===== src/rtl/char_pkg.sv =====
`default_nettype none
// ============================================================================
// Module   : char_pkg
// Brief    : Shared types and constants for the characterization sweep sequencer.
// Revision : 1.0 - initial release
// ============================================================================
package char_pkg;

    localparam int CHAR_NBSLOPES    = 7;
    localparam int CHAR_NBCAPA      = 7;
    localparam int CHAR_TICK_CYCLES = 16;

    localparam int IDX_W = 3;
    localparam int REC_W = 6;

    localparam logic [3:0] C_ST_IDLE   = 4'd0;
    localparam logic [3:0] C_ST_SLOPE  = 4'd1;
    localparam logic [3:0] C_ST_CAP    = 4'd2;
    localparam logic [3:0] C_ST_SETTLE = 4'd3;
    localparam logic [3:0] C_ST_P1     = 4'd4;
    localparam logic [3:0] C_ST_P2     = 4'd5;
    localparam logic [3:0] C_ST_P3     = 4'd6;
    localparam logic [3:0] C_ST_P4     = 4'd7;
    localparam logic [3:0] C_ST_CHECK  = 4'd8;
    localparam logic [3:0] C_ST_REC    = 4'd9;
    localparam logic [3:0] C_ST_P5     = 4'd10;
    localparam logic [3:0] C_ST_P6     = 4'd11;

    typedef enum logic [3:0] {
        ST_IDLE   = C_ST_IDLE,
        ST_SLOPE  = C_ST_SLOPE,
        ST_CAP    = C_ST_CAP,
        ST_SETTLE = C_ST_SETTLE,
        ST_P1     = C_ST_P1,
        ST_P2     = C_ST_P2,
        ST_P3     = C_ST_P3,
        ST_P4     = C_ST_P4,
        ST_CHECK  = C_ST_CHECK,
        ST_REC    = C_ST_REC,
        ST_P5     = C_ST_P5,
        ST_P6     = C_ST_P6
    } char_state_t;

    // Flat grid index: slope-major, load-minor.
    function automatic logic [REC_W-1:0] point_index(
        input logic [IDX_W-1:0] slope,
        input logic [IDX_W-1:0] capa,
        input int               nbcapa
    );
        return REC_W'(slope) * REC_W'(nbcapa) + REC_W'(capa);
    endfunction

endpackage
`default_nettype wire


===== src/rtl/sync2.sv =====
`default_nettype none
// ============================================================================
// Module   : sync2
// Brief    : Two-flop synchronizer bringing the asynchronous DUT output into clk.
// Revision : 1.0 - initial release
// ============================================================================
module sync2 (
    input  logic clk,
    input  logic rst,
    input  logic d,
    output logic q
);

    logic r_meta;
    logic r_q;

    always_ff @(posedge clk) begin
        if (rst) begin
            r_meta <= 1'b0;
            r_q    <= 1'b0;
        end else begin
            r_meta <= d;
            r_q    <= r_meta;
        end
    end

    assign q = r_q;

endmodule
`default_nettype wire


===== src/rtl/char_sweep_sequencer.sv =====
`default_nettype none
// ============================================================================
// Module   : char_sweep_sequencer
// Brief    : Walks the slope x load grid, drives the flop-under-test capture
//            pattern and emits one pass/fail record per point. Defining
//            CHAR_ABORT_ON_MISMATCH_EN ends the sweep at the first failing record.
// Revision : 1.0 - initial release
// ============================================================================
module char_sweep_sequencer
    import char_pkg::*;
#(
    parameter int NBSLOPES    = CHAR_NBSLOPES,
    parameter int NBCAPA      = CHAR_NBCAPA,
    parameter int TICK_CYCLES = CHAR_TICK_CYCLES
) (
    input  logic             clk,
    input  logic             rst,
    input  logic             start,
    output logic             busy,
    output logic             done,
    output logic [IDX_W-1:0] slope_idx,
    output logic [IDX_W-1:0] capa_idx,
    output logic             ff_clk,
    output logic             ff_din,
    input  logic             ff_dout,
    output logic             meas_strobe,
    output logic             rec_valid,
    input  logic             rec_ready,
    output logic [REC_W-1:0] rec_index,
    output logic             rec_pass,
    output logic [REC_W-1:0] fail_count
);

    localparam int TICK_W = (TICK_CYCLES > 1) ? $clog2(TICK_CYCLES) : 1;
    localparam logic [TICK_W-1:0] C_TICK_LAST  = TICK_W'(TICK_CYCLES - 1);
    localparam logic [IDX_W-1:0]  C_SLOPE_LAST = IDX_W'(NBSLOPES - 1);
    localparam logic [IDX_W-1:0]  C_CAPA_LAST  = IDX_W'(NBCAPA - 1);

    char_state_t       r_state;
    logic [TICK_W-1:0] r_tick;
    logic [IDX_W-1:0]  r_slope;
    logic [IDX_W-1:0]  r_capa;
    logic              r_ff_clk;
    logic              r_ff_din;
    logic              r_ref_q;
    logic              r_busy;
    logic              r_done;
    logic              r_strobe;
    logic              r_valid;
    logic [REC_W-1:0]  r_index;
    logic              r_pass;
    logic [REC_W-1:0]  r_fail;

    char_state_t       w_state_nxt;
    logic [TICK_W-1:0] w_tick_nxt;
    logic [IDX_W-1:0]  w_slope_nxt;
    logic [IDX_W-1:0]  w_capa_nxt;
    logic              w_ff_clk_nxt;
    logic              w_ff_din_nxt;
    logic              w_done_nxt;
    logic              w_dout_sync;
    logic              w_tick_end;
    logic              w_accept;
    logic              w_start_acc;
    logic              w_enter_check;
    logic              w_match;
    logic [REC_W-1:0]  w_point;

    sync2 u_sync2 (
        .clk (clk),
        .rst (rst),
        .d   (ff_dout),
        .q   (w_dout_sync)
    );

    assign w_tick_end    = (r_tick == C_TICK_LAST);
    assign w_accept      = r_valid & rec_ready;
    assign w_start_acc   = (r_state == ST_IDLE) & start;
    assign w_enter_check = (r_state == ST_P4) & w_tick_end;
    assign w_match       = (w_dout_sync == r_ref_q);
    assign w_point       = point_index(r_slope, r_capa, NBCAPA);

    always_comb begin
        w_state_nxt  = r_state;
        w_tick_nxt   = r_tick + 1'b1;
        w_slope_nxt  = r_slope;
        w_capa_nxt   = r_capa;
        w_ff_clk_nxt = r_ff_clk;
        w_ff_din_nxt = r_ff_din;
        w_done_nxt   = 1'b0;
        case (r_state)
            ST_IDLE: begin
                w_tick_nxt = '0;
                if (start) begin
                    w_state_nxt = ST_SLOPE;
                    w_slope_nxt = '0;
                    w_capa_nxt  = '0;
                end
            end
            ST_CHECK, ST_REC: begin
                // Pins stay parked at clk=1/din=1 for as long as the logger stalls.
                w_tick_nxt = '0;
                if (r_state == ST_CHECK) begin
                    w_state_nxt = ST_REC;
                end
`ifdef CHAR_ABORT_ON_MISMATCH_EN
                if (w_accept && !r_pass) begin
                    w_state_nxt  = ST_IDLE;
                    w_ff_clk_nxt = 1'b0;
                    w_ff_din_nxt = 1'b0;
                    w_done_nxt   = 1'b1;
                end else if (w_accept) begin
                    w_state_nxt = ST_P5;
                end
`else
                if (w_accept) begin
                    w_state_nxt = ST_P5;
                end
`endif
            end
            default: begin
                if (w_tick_end) begin
                    w_tick_nxt = '0;
                    case (r_state)
                        ST_SLOPE:  w_state_nxt = ST_CAP;
                        ST_CAP:    w_state_nxt = ST_SETTLE;
                        ST_SETTLE: begin
                            w_state_nxt  = ST_P1;
                            w_ff_clk_nxt = 1'b1;
                        end
                        ST_P1: begin
                            w_state_nxt  = ST_P2;
                            w_ff_clk_nxt = 1'b0;
                        end
                        ST_P2: begin
                            w_state_nxt  = ST_P3;
                            w_ff_din_nxt = 1'b1;
                        end
                        ST_P3: begin
                            w_state_nxt  = ST_P4;
                            w_ff_clk_nxt = 1'b1;
                        end
                        ST_P4:     w_state_nxt = ST_CHECK;
                        ST_P5: begin
                            w_state_nxt  = ST_P6;
                            w_ff_din_nxt = 1'b0;
                        end
                        ST_P6: begin
                            w_ff_clk_nxt = 1'b0;
                            if (r_capa < C_CAPA_LAST) begin
                                w_state_nxt = ST_CAP;
                                w_capa_nxt  = r_capa + 1'b1;
                            end else if (r_slope < C_SLOPE_LAST) begin
                                w_state_nxt = ST_SLOPE;
                                w_slope_nxt = r_slope + 1'b1;
                                w_capa_nxt  = '0;
                            end else begin
                                w_state_nxt = ST_IDLE;
                                w_done_nxt  = 1'b1;
                            end
                        end
                        default:   w_state_nxt = ST_IDLE;
                    endcase
                end
            end
        endcase
    end

    always_ff @(posedge clk) begin
        if (rst) begin
            r_state  <= ST_IDLE;
            r_tick   <= '0;
            r_slope  <= '0;
            r_capa   <= '0;
            r_ff_clk <= 1'b0;
            r_ff_din <= 1'b0;
            r_ref_q  <= 1'b0;
            r_busy   <= 1'b0;
            r_done   <= 1'b0;
            r_strobe <= 1'b0;
            r_valid  <= 1'b0;
            r_index  <= '0;
            r_pass   <= 1'b0;
            r_fail   <= '0;
        end else begin
            r_state  <= w_state_nxt;
            r_tick   <= w_tick_nxt;
            r_slope  <= w_slope_nxt;
            r_capa   <= w_capa_nxt;
            r_ff_clk <= w_ff_clk_nxt;
            r_ff_din <= w_ff_din_nxt;
            r_done   <= w_done_nxt;
            r_busy   <= (w_state_nxt != ST_IDLE);
            r_strobe <= w_enter_check;
            // Reference flop sees the same rising edge that the ff_clk register produces.
            if (!r_ff_clk && w_ff_clk_nxt) begin
                r_ref_q <= r_ff_din;
            end
            if (w_enter_check) begin
                r_valid <= 1'b1;
                r_index <= w_point;
                r_pass  <= w_match;
                if (!w_match && (r_fail != '1)) begin
                    r_fail <= r_fail + 1'b1;
                end
            end else if (w_accept) begin
                r_valid <= 1'b0;
            end
            if (w_start_acc) begin
                r_fail <= '0;
            end
        end
    end

    assign busy        = r_busy;
    assign done        = r_done;
    assign slope_idx   = r_slope;
    assign capa_idx    = r_capa;
    assign ff_clk      = r_ff_clk;
    assign ff_din      = r_ff_din;
    assign meas_strobe = r_strobe;
    assign rec_valid   = r_valid;
    assign rec_index   = r_index;
    assign rec_pass    = r_pass;
    assign fail_count  = r_fail;

endmodule
`default_nettype wire


===== config.mk =====
export PLATFORM = sky130hd
export DESIGN_NAME = char_sweep_sequencer
export DESIGN_NICKNAME = d
export VERILOG_FILES = /design/src/rtl/char_pkg.sv /design/src/rtl/sync2.sv /design/src/rtl/char_sweep_sequencer.sv
export SDC_FILE = /design/constraint.sdc
export NUM_CORES = 1
export LEC_CHECK = 0
export CAP_MARGIN = 40
export CORE_UTILIZATION = 50
export CTS_CLUSTER_SIZE = 12
export DETAILED_ROUTE_END_ITERATION = 12
export PLACE_DENSITY = 0.75
export SETUP_SLACK_MARGIN = 0.3
export SLEW_MARGIN = 20
export SYNTH_ARGS = -nofsm -noshare
export SYNTH_HDL_FRONTEND = slang
export SYNTH_SLANG_ARGS = --single-unit
export TNS_END_PERCENT = 100

===== constraint.sdc =====
create_clock -name clk -period 3.65 [get_ports clk]
set_input_delay 0.73 -clock clk [delete_from_list [all_inputs] [get_ports clk]]
set_output_delay 0.73 -clock clk [all_outputs]
set_load 0.01 [all_outputs]

==> results.md, run 1 <==
- Status: finished, final reports clean
- Share of layout cells above drive strength 1: 0.0516
- R2R setup slack: 1.01 ns
- R2R cell count: 9
- Synth Warn #: 0
- Critical path, cell by cell: fa_1 -> fa_1 -> inv_1 -> fa_1 -> inv_1 -> a21o_1 -> a21oi_1 -> xnor2_1 -> a21o_1
- Worst-path clk slew: around 0.070 ns
- Slew @ Worst Pin: between 0.6 and 0.7 ns
- Antenna cells: 0
- Residual DRC: 0
- Core Area: approximately 3700 um2
- Die area: 4130 um2
- Post-CTS Setup Repair Bufs: 0
- Vias/cell: between 5 and 6
- CTS tree: built
- IO Port Bufs: 29
- Critical path required time: 3.84 ns
- Syn nets: approximately 250
- Placed Cells: between 200 and 300
- # clock sinks: 36
- Row count: 22
- First-pass GRT wire length: about 7000 um
- Max-slew violations: 0
- Grt total ovfl: 0
- Count leader, synth: dfxtp_1
- Syn Inst Count: 223
- Post-route ant nets: 0
- Leakage: about 0.91 nW
- Vias in the first global route: 1560
- Hold path cells: 1
- Worst vdd ir: around 0.00024 V
- Final hold vios: 0
- Initial core utilization: 0.526
- Setup violators final: 0
- Most instantiated cells after synthesis: 36 x dfxtp_1, 24 x a21oi_1, 21 x nand2_1
- Slew margin rel.: 0.541
- RePlAce Congestion: around 0.8
- Synthesized area: 1940 um2
- Final Non-Filler Cells: 300
- Seq/Total Area, Yosys: 0.371
- Wirelength, routed: 3960 um
- Io pins: 30
- Number of enable flip-flop cells after synthesis: 0
- Worst-case clock buffer depth: 2
- Layout area overhead: 20.8%
- Clk root buf: clkbuf_8
- Max-cap viol count: 0
- Post-synth top area cell: dfxtp_1
- Top cells by area, synth: dfxtp_1 37%, ha_1 9.0%, a21oi_1 6.2%
- WS Path Type: reg -> reg
- PD cells: approximately 350 nW/um2
- Post-synth cell types: 40
- DR vias: around 1600
- Fin Clk Skew: 0.00473 ns
- Wirelength per Cell: roughly 13 um
- Fmax: 379 MHz
- Final min period: around 2.6 ns
- CP max FO: 8
- Share of the synthesized area in the top cell type: 0.371
- Crit end category: register
- H-tree depth: 2
- Async S/R FF share, synth: 0
- Avg Inst Size Synth: 8.70 um2
- Cts bufs inserted: 5
- Worst Path Arrival: about 2.8 ns
- Startpoint type of the worst setup path: register
- Unrepaired setup endpoints after global routing: no
- #FFs+latches synth: 36
- Gr usage total: 0.223
- Nets@finish: around 270
- Tcrit/Tclk final: 0.724
- Clk Latency, worst-skew pair: between 0.2 and 0.3 ns
- HP Class: reg -> reg
- 1st-iter DRT viols: 62
- DP Wirelength: 2790 um
- Antenna violations before repair: 0
- Die height: 64.3 um
- Largest net degree at the start of global routing: 19
- Resized cells post-CTS: 0
- CTS Hold Bufs: 0
- Final core utilization: 0.636
- Crit path top cell by count: fa_1
- Horiz. Die Dim: around 64 um
- Max stage delay cell, worst path: fa_1
- Drt pass-1 iters: 4
- Setup Total Neg Slack: 0 ns
- Crit path largest cell delay: 0.52 ns
- Primary FF master, synth: dfxtp_1
worst max-delay path: cells and delay by family (launching register included):
family / cells / cell delay, ns
fa+ha+maj: 3 / 1.45
xor+xnor: 1 / 0.12
flops: 1 / 0.51
compound gates: 3 / 0.34
buf+inv: 2 / 0.13
cells by family after synthesis:
| group | synth area share |
|---|---|
| flops | 0.371 |
| xor+xnor | 0.0587 |
| simple gates | 0.254 |
| mux | 0.0155 |
| buf+inv | 0.0438 |
| compound gates | 0.125 |
| fa+ha+maj | 0.132 |
final timing paths:
path                start      endpoint
max          slope_idx[1]  rec_index[5]
min             r_tick[0]     r_tick[0]
max reg2reg  slope_idx[1]  rec_index[5]
min reg2reg     r_tick[0]     r_tick[0]
placed cells by master (no fill, tap or decap), types with 2 or more instances in the layout:
master	n
nor2b_1	4
o21bai_1	2
nor2_1	19
nand3b_1	4
nor3_1	10
nand2b_1	8
ha_1	14
and3_1	5
mux2i_1	3
nand2_1	21
a21o_1	4
clkdlybuf4s50_1	29
o211ai_1	2
inv_1	10
dfxtp_1	36
xnor2_1	10
a21oi_1	24
clkbuf_8	6
nand3_1	11
o21ai_0	4
xor2_1	3
fa_1	4
layout make-up:
type,count,area [um2]
Fill cell,349,1340
Multi-Input combinational cell,168,1130
Sequential cell,36,721
Timing Repair Buffer,30,298
Clock buffer,7,86.3
Tap cell,48,60.1
Inverter,10,37.5
Clock inverter,1,7.51
power by group:
part | switching (mW) | leakage, nW | internal, mW
Clock | 0.146 | 0.0445 | 0.153
Combinational | 0.0496 | 0.576 | 0.0383
Sequential | 0.0196 | 0.292 | 0.405
Total | 0.216 | 0.912 | 0.596
stage by stage:
step	hold slack (ns)	instance area [um2]	power, mW	setup WS (ns)
2_1_floorplan	0.414	1940	0.495	1.04
3_3_place_gp	0.437	2250	0.519	1.03
3_5_place_dp	0.433	2250	0.520	1.00
4_1_cts	0.456	2340	0.821	0.990
5_1_grt	0.467	2340	0.855	0.865
6_report	0.453	2340	0.812	1.01
flip-flops by register name, indices dropped and copies added, names as in the netlist:
signal and flops:
slope_idx 3, ff_din 1, fail_count 6, done 1, r_tick 4, rec_pass 1, rec_index 6, u_sync2.r_meta 1
rec_valid 1, ff_clk 1, r_state 4, busy 1, meas_strobe 1, r_ref_q 1, capa_idx 3, u_sync2.q 1
routing by layer:
layer	global-route usage	wire [um]	vias to the layer above
li1	-	-	822
met1	0.280	1870	759
met2	0.351	1850	33
met3	0.0589	147	8
met4	0.108	83	0
met5	0	0	-
No activity file was read; power rests on OpenSTA's default activity.
==> inputs of run 2 (changes only) <==
==> constraint.sdc (replaced) <==
create_clock -name clk -period 2.5 [get_ports clk]
set_input_delay 0.5 -clock clk [delete_from_list [all_inputs] [get_ports clk]]
set_output_delay 0.5 -clock clk [all_outputs]
set_load 0.01 [all_outputs]
==> run 2 against run 1 <==
  * Hold slack got worse by 0.0064 ns
  * Wire length increased by 1.6%
  * Fmax increased by 13%
  * Sequential share of layout area decreased by 0.84 points
  * Clock-buffer cell count unchanged
  * Die area unchanged
  * Utilization increased by 2.6 points
  * Final cell count increased by 3.0%
  * Via count increased by 1.8%
  * Sequential power increased by 44%
  * Sequential cell count unchanged
  * Total power increased by 49%
  * Critical path type unchanged
  * Critical endpoint unchanged
==> results.md, run 2 (synthesis results as in run 1) <==
- Status: finished, final reports clean
- Area of the multi-input gates: 1140 um2 (+0.88%)
- Most frequent cells in the layout: 33 x dfxtp_1, 29 x clkdlybuf4s50_1, 22 x a21oi_1, 21 x nand2_1, 19 x nor2_1
- CP top delay family: adder cells
- Slew margin rel.: 0.590 (+0.0487)
- Vias/cell: 5.35 (-1.1%)
- Setup Total Neg Slack: 0 ns (unchanged)
- CP max FO: 3 (-5)
- Worst vdd ir: 0.000348 V (+46%)
- Register Area: 729 um2 (+1.2%)
- Clk root buf: clkbuf_8
- Fin Clk Skew: 0.00381 ns (-0.000919 ns)
- First-pass GRT wire length: 6820 um (-2.5%)
- Clk Latency, worst-skew pair: 0.29 ns (about the same)
- Leakage: 0.973 nW (+6.7%)
- Layout area overhead: 25.7%
- Resized cells post-CTS: 0 (unchanged)
- Grt total ovfl: 0 (unchanged)
- Die area: 4130 um2 (unchanged)
- Fmax: 427 MHz (+13%)
- 1st-iter DRT viols: 78 (+26%)
- WP buf/inv: 2 (unchanged)
- Antenna violations before repair: 0 (unchanged)
- WS Path Type: reg -> reg
- Max stage delay cell, worst path: fa_1
- Area after DPL: 2310 um2 (+2.5%)
- Gr usage total: 0.214 (-0.00932)
- Horiz. Die Dim: 64.3 um (unchanged)
- Final hold vios: 0 (unchanged)
- Critical path required time: 2.69 ns (-1.15 ns)
- Setup violators final: 0 (unchanged)
- Unrepaired setup endpoints after global routing: yes
- Vias in the first global route: 1512 (-3.1%)
- Row count: 22 (unchanged)
- DP Wirelength: 2910 um (+4.4%)
- Core Area: 3690 um2 (unchanged)
- RePlAce Congestion: 0.806 (-0.87%)
- Most common cell after layout, fill and taps aside: dfxtp_1
- Cts bufs inserted: 5 (unchanged)
- Worst-case clock buffer depth: 2 (unchanged)
- Slew @ Worst Pin: 0.610 ns (-0.0756 ns)
- Antenna cells: 0 (unchanged)
- PD cells: 496 nW/um2 (+43%)
- DR vias: 1652 (+1.8%)
- Post-route ant nets: 0 (unchanged)
- Worst-path clk slew: 0.07 ns (about the same)
- Max-slew violations: 0 (unchanged)
- Worst Path Arrival: 2.53 ns (-0.30 ns)
- H-tree depth: 2 (unchanged)
- Die height: 64.3 um (unchanged)
- # clock sinks: 36 (unchanged)
- CTS tree: built
- CTS Hold Bufs: 0 (unchanged)
- Drt pass-1 iters: 4 (unchanged)
- Nets@finish: 283 (+3.3%)
- Residual DRC: 0 (unchanged)
- HP Class: reg -> reg
- Largest net degree at the start of global routing: 19 (unchanged)
- Share of layout cells above drive strength 1: 0.107 (+0.0557)
- Tcrit/Tclk final: 0.937 (+0.213)
- Final min period: 2.34 ns (-0.299 ns)
- Crit path largest cell delay: 0.52 ns (about the same)
- Critical path, cell by cell: fa_1 -> fa_1 -> inv_1 -> fa_2 -> inv_1 -> a21o_1 -> a21oi_2 -> xnor2_1 -> a21o_1
- Final core utilization: 0.661 (+0.0258)
- Wirelength per Cell: 13.0 um (-1.3%)
- Io pins: 30 (unchanged)
- Wirelength, routed: 4020 um (+1.6%)
- IO Port Bufs: 29 (unchanged)
- Initial core utilization: 0.526 (unchanged)
- Max-cap viol count: 0 (unchanged)
- Final instance area: 2440 um2 (+4.1%)
- Startpoint type of the worst setup path: register
- Crit end category: register
- Fill count: 328 (-6.0%)
[run 2: worst paths after layout]
kind,startpoint,endpoint,slack [ns],depth (start not counted)
min,r_tick[0],r_tick[0],0.45,1
max reg2reg,slope_idx[1],rec_index[5],0.16,9
min reg2reg,r_tick[0],r_tick[0],0.45,1
max,slope_idx[1],rec_index[5],0.16,9
[run 2: power by group]
| part | switching (mW) | total (mW) | leakage, nW | internal [mW] |
|---|---|---|---|---|
| clock network | 0.207 | 0.462 | 0.0534 | 0.256 |
| registers | 0.0223 | 0.611 | 0.294 | 0.589 |
| logic | 0.0789 | 0.138 | 0.626 | 0.0590 |
| total | 0.308 | 1.21 | 0.973 | 0.903 |
[run 2: what timing repair did]
item | CTS | global route
buffers inserted | 4 | 0
setup endpoints to repair | 3 | 3
pin swaps | 3 | 0
[run 2: cell type report]
cell class,count,share of cell area
multi-input cells,168,0.469
flip-flops and latches,36,0.299
repair buffers,39,0.150
clock buffers,7,0.0400
well taps,48,0.0246
inverters,10,0.0154
clock inverters,1,0.00205
[run 2: stage by stage]
stage / setup WS [ns] / cells / power (mW) / hold WS (ns)
5_1_grt: 0.0790 / 309 / 1.27 / 0.462
2_1_floorplan: 0.146 / 223 / 0.721 / 0.414
4_1_cts: 0.152 / 309 / 1.22 / 0.452
6_report: 0.157 / 309 / 1.21 / 0.447
3_5_place_dp: 0.0687 / 297 / 0.761 / 0.427
3_3_place_gp: 0.120 / 297 / 0.759 / 0.425
[run 2: metal layers]
layer	up-vias	wire length (um)	global-route usage	share of wire
met2	45	1840	0.329	0.46
met4	0	65	0.103	0.016
met3	6	216	0.0500	0.054
met5	-	0	0	0
met1	764	1900	0.279	0.47
li1	837	-	-	-
==> patch 1, RTL diff (flow settings as in run 1) <==
The option `CHAR_ABORT_ON_MISMATCH_EN` is turned on by a define.
--- a/src/rtl/char_sweep_sequencer.sv
+++ b/src/rtl/char_sweep_sequencer.sv
@@ -6,6 +6,8 @@
 //            CHAR_ABORT_ON_MISMATCH_EN ends the sweep at the first failing record.
 // Revision : 1.0 - initial release
 // ============================================================================
+`define CHAR_ABORT_ON_MISMATCH_EN
+
 module char_sweep_sequencer
     import char_pkg::*;
 #(
Behaviour: no difference found for any inputs over 10 cycles, from zero or initial values and one cycle with rst high; that may be too few to reach the edited logic, so the function may still have changed.
==> patch 1 against run 1 <==
Cell area is 1.9% higher; global-route usage is 1.4 points lower; sequential cell count stayed put; routed wire length is 0.23% lower; synthesized area is 2.5% higher; fmax is 3.6% lower; via count is 2.0% lower; worst setup slack worse by 100 ps; non-clock buffer count stayed put; critical path type unchanged; highest routed layer unchanged.
Power is not compared: it rests on default switching activity, and its combinational part moved more than twofold at a synthesized area within 25%.
==> patch 1: results (changes against run 1) <==
===========================================================================
Result of the run                                              finished, final reports clean   unchanged
Worst hold path type                                           register to register   unchanged
Worst Reg-to-Reg Cells                                                    8   was 9
HPWL after DPL                                                 2780 microns   was 2790 microns
Cell at the slowest stage of the critical path                 sky130_fd_sc_hd__dfxtp_1   was sky130_fd_sc_hd__fa_1
Routed wire length                                             3950 microns   was 3960 microns
Share of post-route cells with drive strength above 1                 6.15%   was 5.16%
Maximum number of pins on one net before global-route repair             16   was 19
Share of synthesized area occupied by flip-flops and latches          36.2%   was 37.1%
Signal arrival time at the worst endpoint                           2970 ps   was 2830 ps
Unique cell type count in the Yosys netlist                              47   was 40
Largest cells by area after synthesis                          sky130_fd_sc_hd__dfxtp_1, sky130_fd_sc_hd__ha_1, sky130_fd_sc_hd__mux2i_1, sky130_fd_sc_hd__nor2_1, sky130_fd_sc_hd__fa_1   was sky130_fd_sc_hd__dfxtp_1, sky130_fd_sc_hd__ha_1, sky130_fd_sc_hd__a21oi_1, sky130_fd_sc_hd__xnor2_1, sky130_fd_sc_hd__fa_1
Final net count                                                         266   was 274
Number of global-route vias before repair                              1448   was 1560
Clock Skew                                                          6.48 ps   was 4.73 ps
Post-synth net total                                                    238   was 246
Placed inst area                                               0.00230 sq mm   was 0.00225 sq mm
Global-route usage over all layers                                    20.9%   was 22.3%
Number of buffers on the longest clock path                               2   unchanged
Via count normalized by instance count                                 5.44   was 5.41
Commonest cells post-synth                                     sky130_fd_sc_hd__dfxtp_1, sky130_fd_sc_hd__nor2_1, sky130_fd_sc_hd__ha_1, sky130_fd_sc_hd__nand2_1, sky130_fd_sc_hd__mux2i_1   was sky130_fd_sc_hd__dfxtp_1, sky130_fd_sc_hd__a21oi_1, sky130_fd_sc_hd__nand2_1, sky130_fd_sc_hd__nor2_1, sky130_fd_sc_hd__ha_1
Wire length of the first global-routing pass                   6730 microns   was 6990 microns
RePlAce Congestion                                                    0.761   was 0.814
Number of DRC markers in iteration 0                                     50   was 62
Transition time at the pin with the least slew margin                776 ps   was 686 ps
===========================================================================
==> patch 1: where the power goes <==
| part | internal (mW) | switching (mW) |
|---|---|---|
| sequential | 0.398 | 0.00685 |
| clock | 0.154 | 0.138 |
| combinational | 0.0190 | 0.0207 |
| total | 0.570 | 0.165 |
==> patch 1: metrics by stage <==
step	setup slack (ps)	cells	hold slack, ps	power (mW)	util (%)
6_report	909	292	450	0.736	63.8
5_1_grt	705	292	465	0.766	63.8
4_1_cts	907	292	456	0.743	63.8
3_5_place_dp	912	284	442	0.453	61.4
3_3_place_gp	999	284	429	0.453	61.4
2_1_floorplan	1010	215	414	0.438	-
==> patch 1: final timing paths <==
| path | slack (ps) | endpoint | start |
|---|---|---|---|
| setup reg to reg | 910 | rec_index[5] | slope_idx[1] |
| setup / recovery | 910 | rec_index[5] | slope_idx[1] |
| hold / removal | 450 | u_sync2.q | u_sync2.r_meta |
| hold reg to reg | 450 | u_sync2.q | u_sync2.r_meta |
==> patch 1: cell type report <==
| class | instances | area (sq um) |
|---|---|---|
| well taps | 48 | 60.1 |
| flip-flops and latches | 36 | 721 |
| repair buffers | 30 | 298 |
| clock buffers | 8 | 90.1 |
| fillers | 343 | 1350 |
| inverters | 8 | 30.0 |
| multi-input cells | 162 | 1190 |
==> patch 1: metal layers <==
metal,wire [microns],track usage (%),vias to the layer above
met5,0,0,-
met4,99,10.3,0
met3,230,4.75,11
met2,1670,32.6,46
met1,1940,26.9,721
li1,-,-,811
==> patch 1: cells by family (layout without fill, tap and decap cells) <==
group / count (synthesis) / after routing / synth area share [%]
xor+xnor: 14 / 14 / 6.16
flops: 36 / 36 / 36.2
fa+ha+maj: 18 / 18 / 12.8
compound gates: 29 / 29 / 9.69
buf+inv: 17 / 46 / 3.90
mux: 11 / 11 / 5.53
simple gates: 90 / 90 / 25.7
==> patch 2, RTL diff (flow settings as in run 1) <==
Made on the original files. Reset style: asynchronous (`rst`), changed in 2 clocked blocks.
--- a/src/rtl/sync2.sv
+++ b/src/rtl/sync2.sv
@@ -14,7 +14,7 @@
     logic r_meta;
     logic r_q;
 
-    always_ff @(posedge clk) begin
+    always_ff @(posedge clk or posedge rst) begin
         if (rst) begin
             r_meta <= 1'b0;
             r_q    <= 1'b0;
--- a/src/rtl/char_sweep_sequencer.sv
+++ b/src/rtl/char_sweep_sequencer.sv
@@ -166,7 +166,7 @@
         endcase
     end
 
-    always_ff @(posedge clk) begin
+    always_ff @(posedge clk or posedge rst) begin
         if (rst) begin
             r_state  <= ST_IDLE;
             r_tick   <= '0;
Function: differs if rst is asserted again (counterexample within 4 cycles, from zero or initial values and one cycle with rst high); with rst held inactive, the same outputs for 10 cycles.
==> patch 2 against run 1 <==
Sequential share of layout area up 5.8 points; clock skew grew 5.8 ps; cell area rose by 5.0%; sequential cell count did not move; die area grew 5.7%; routed wire length up 5.8%; worst setup slack got worse by 38 ps; synthesized area up 5.9%.
Power is not compared: it rests on default switching activity, and its combinational part moved more than twofold at a synthesized area within 25%.
==> patch 2: results (changes against run 1) <==
================================================================================
Unique cell type count in the Yosys netlist                                   44   was 40
HPWL after DPL                                                      3080 microns   was 2790 microns
Worst Hold Slack                                                          351 ps   was 453 ps
Register-to-register path setup slack                                     970 ps   was 1010 ps
RePlAce Congestion                                                         0.847   was 0.814
Global routing usage on met3                                               5.17%   was 5.89%
Final net count                                                              262   was 274
Synthesized-area fraction occupied by adder cells                          12.4%   was 13.2%
Worst Reg-to-Reg Cells                                                         8   was 9
Commonest cells post-synth                                          sky130_fd_sc_hd__dfrtp_1, sky130_fd_sc_hd__nand2_1, sky130_fd_sc_hd__inv_1, sky130_fd_sc_hd__ha_1, sky130_fd_sc_hd__nand3_1   was sky130_fd_sc_hd__dfxtp_1, sky130_fd_sc_hd__a21oi_1, sky130_fd_sc_hd__nand2_1, sky130_fd_sc_hd__nor2_1, sky130_fd_sc_hd__ha_1
GRT met2 Usage                                                             33.5%   was 35.1%
Largest cells by area after synthesis                               sky130_fd_sc_hd__dfrtp_1, sky130_fd_sc_hd__ha_1, sky130_fd_sc_hd__nand2_1, sky130_fd_sc_hd__fa_1, sky130_fd_sc_hd__nand3_1   was sky130_fd_sc_hd__dfxtp_1, sky130_fd_sc_hd__ha_1, sky130_fd_sc_hd__a21oi_1, sky130_fd_sc_hd__xnor2_1, sky130_fd_sc_hd__fa_1
XOR/XNOR Fraction of Synth Area                                            2.56%   was 5.87%
Total instance count after detailed placement                                280   was 292
Met1 layer wirelength in the final routing                          1980 microns   was 1870 microns
Gate Count Post-Synth                                                        210   was 223
Share of post-route cells with drive strength above 1                      6.25%   was 5.16%
Number of cells on the worst hold path                                         0   was 1
Signal arrival time at the worst endpoint                                2910 ps   was 2830 ps
Endpoint of the worst hold-timing path                                 u_sync2.q   was r_tick[0]
Share of the clock period used by the worst path after layout              73.4%   was 72.4%
Total met2 wirelength after detailed routing                        1960 microns   was 1850 microns
Filler-free cell count of the finished design                                288   was 300
Result of the run                                                   finished, final reports clean   unchanged
Share of synthesized area occupied by flip-flops and latches               43.8%   was 37.1%
Post-synth net total                                                         233   was 246
Proportion of synthesized area in mux cells                                3.10%   was 1.55%
Clock Skew                                                               10.5 ps   was 4.73 ps
DR vias                                                                     1628   was 1622
Number of global-route vias before repair                                   1498   was 1560
Maximum number of pins on one net before global-route repair                  37   was 19
Worst Setup Slack post-DPL                                                958 ps   was 1000 ps
Share of synthesized flip-flops with an asynchronous set or reset           100%   was 0%
Transition time at the pin with the least slew margin                     699 ps   was 686 ps
Total length of routed met3 wires                                    217 microns   was 147 microns
Wire length of the first global-routing pass                        7070 microns   was 6990 microns
================================================================================
patch 2: cell count changes after synthesis, moves of 4 or more:
| cell | delta |
|---|---|
| sky130_fd_sc_hd__or4_1 | +4 |
| sky130_fd_sc_hd__xnor2_1 | -8 |
| sky130_fd_sc_hd__inv_1 | +5 |
| sky130_fd_sc_hd__o31ai_1 | +5 |
| sky130_fd_sc_hd__a21oi_1 | -15 |
| sky130_fd_sc_hd__nor3_1 | -5 |
| sky130_fd_sc_hd__o21ai_0 | +8 |
| sky130_fd_sc_hd__nand2_1 | +7 |
| sky130_fd_sc_hd__dfrtp_1 | +36 |
| sky130_fd_sc_hd__nor2_1 | -14 |
| sky130_fd_sc_hd__nand2b_1 | -7 |
| sky130_fd_sc_hd__dfxtp_1 | -36 |
patch 2: area by class of cell:
cell class	instances	area, sq um
fill	331	1340
multi-input combinational	151	1050
sequential	36	901
timing repair buffer	30	298
clock buffer	6	82.6
tap	48	60.1
inverter	15	56.3
clock inverter	2	10.0
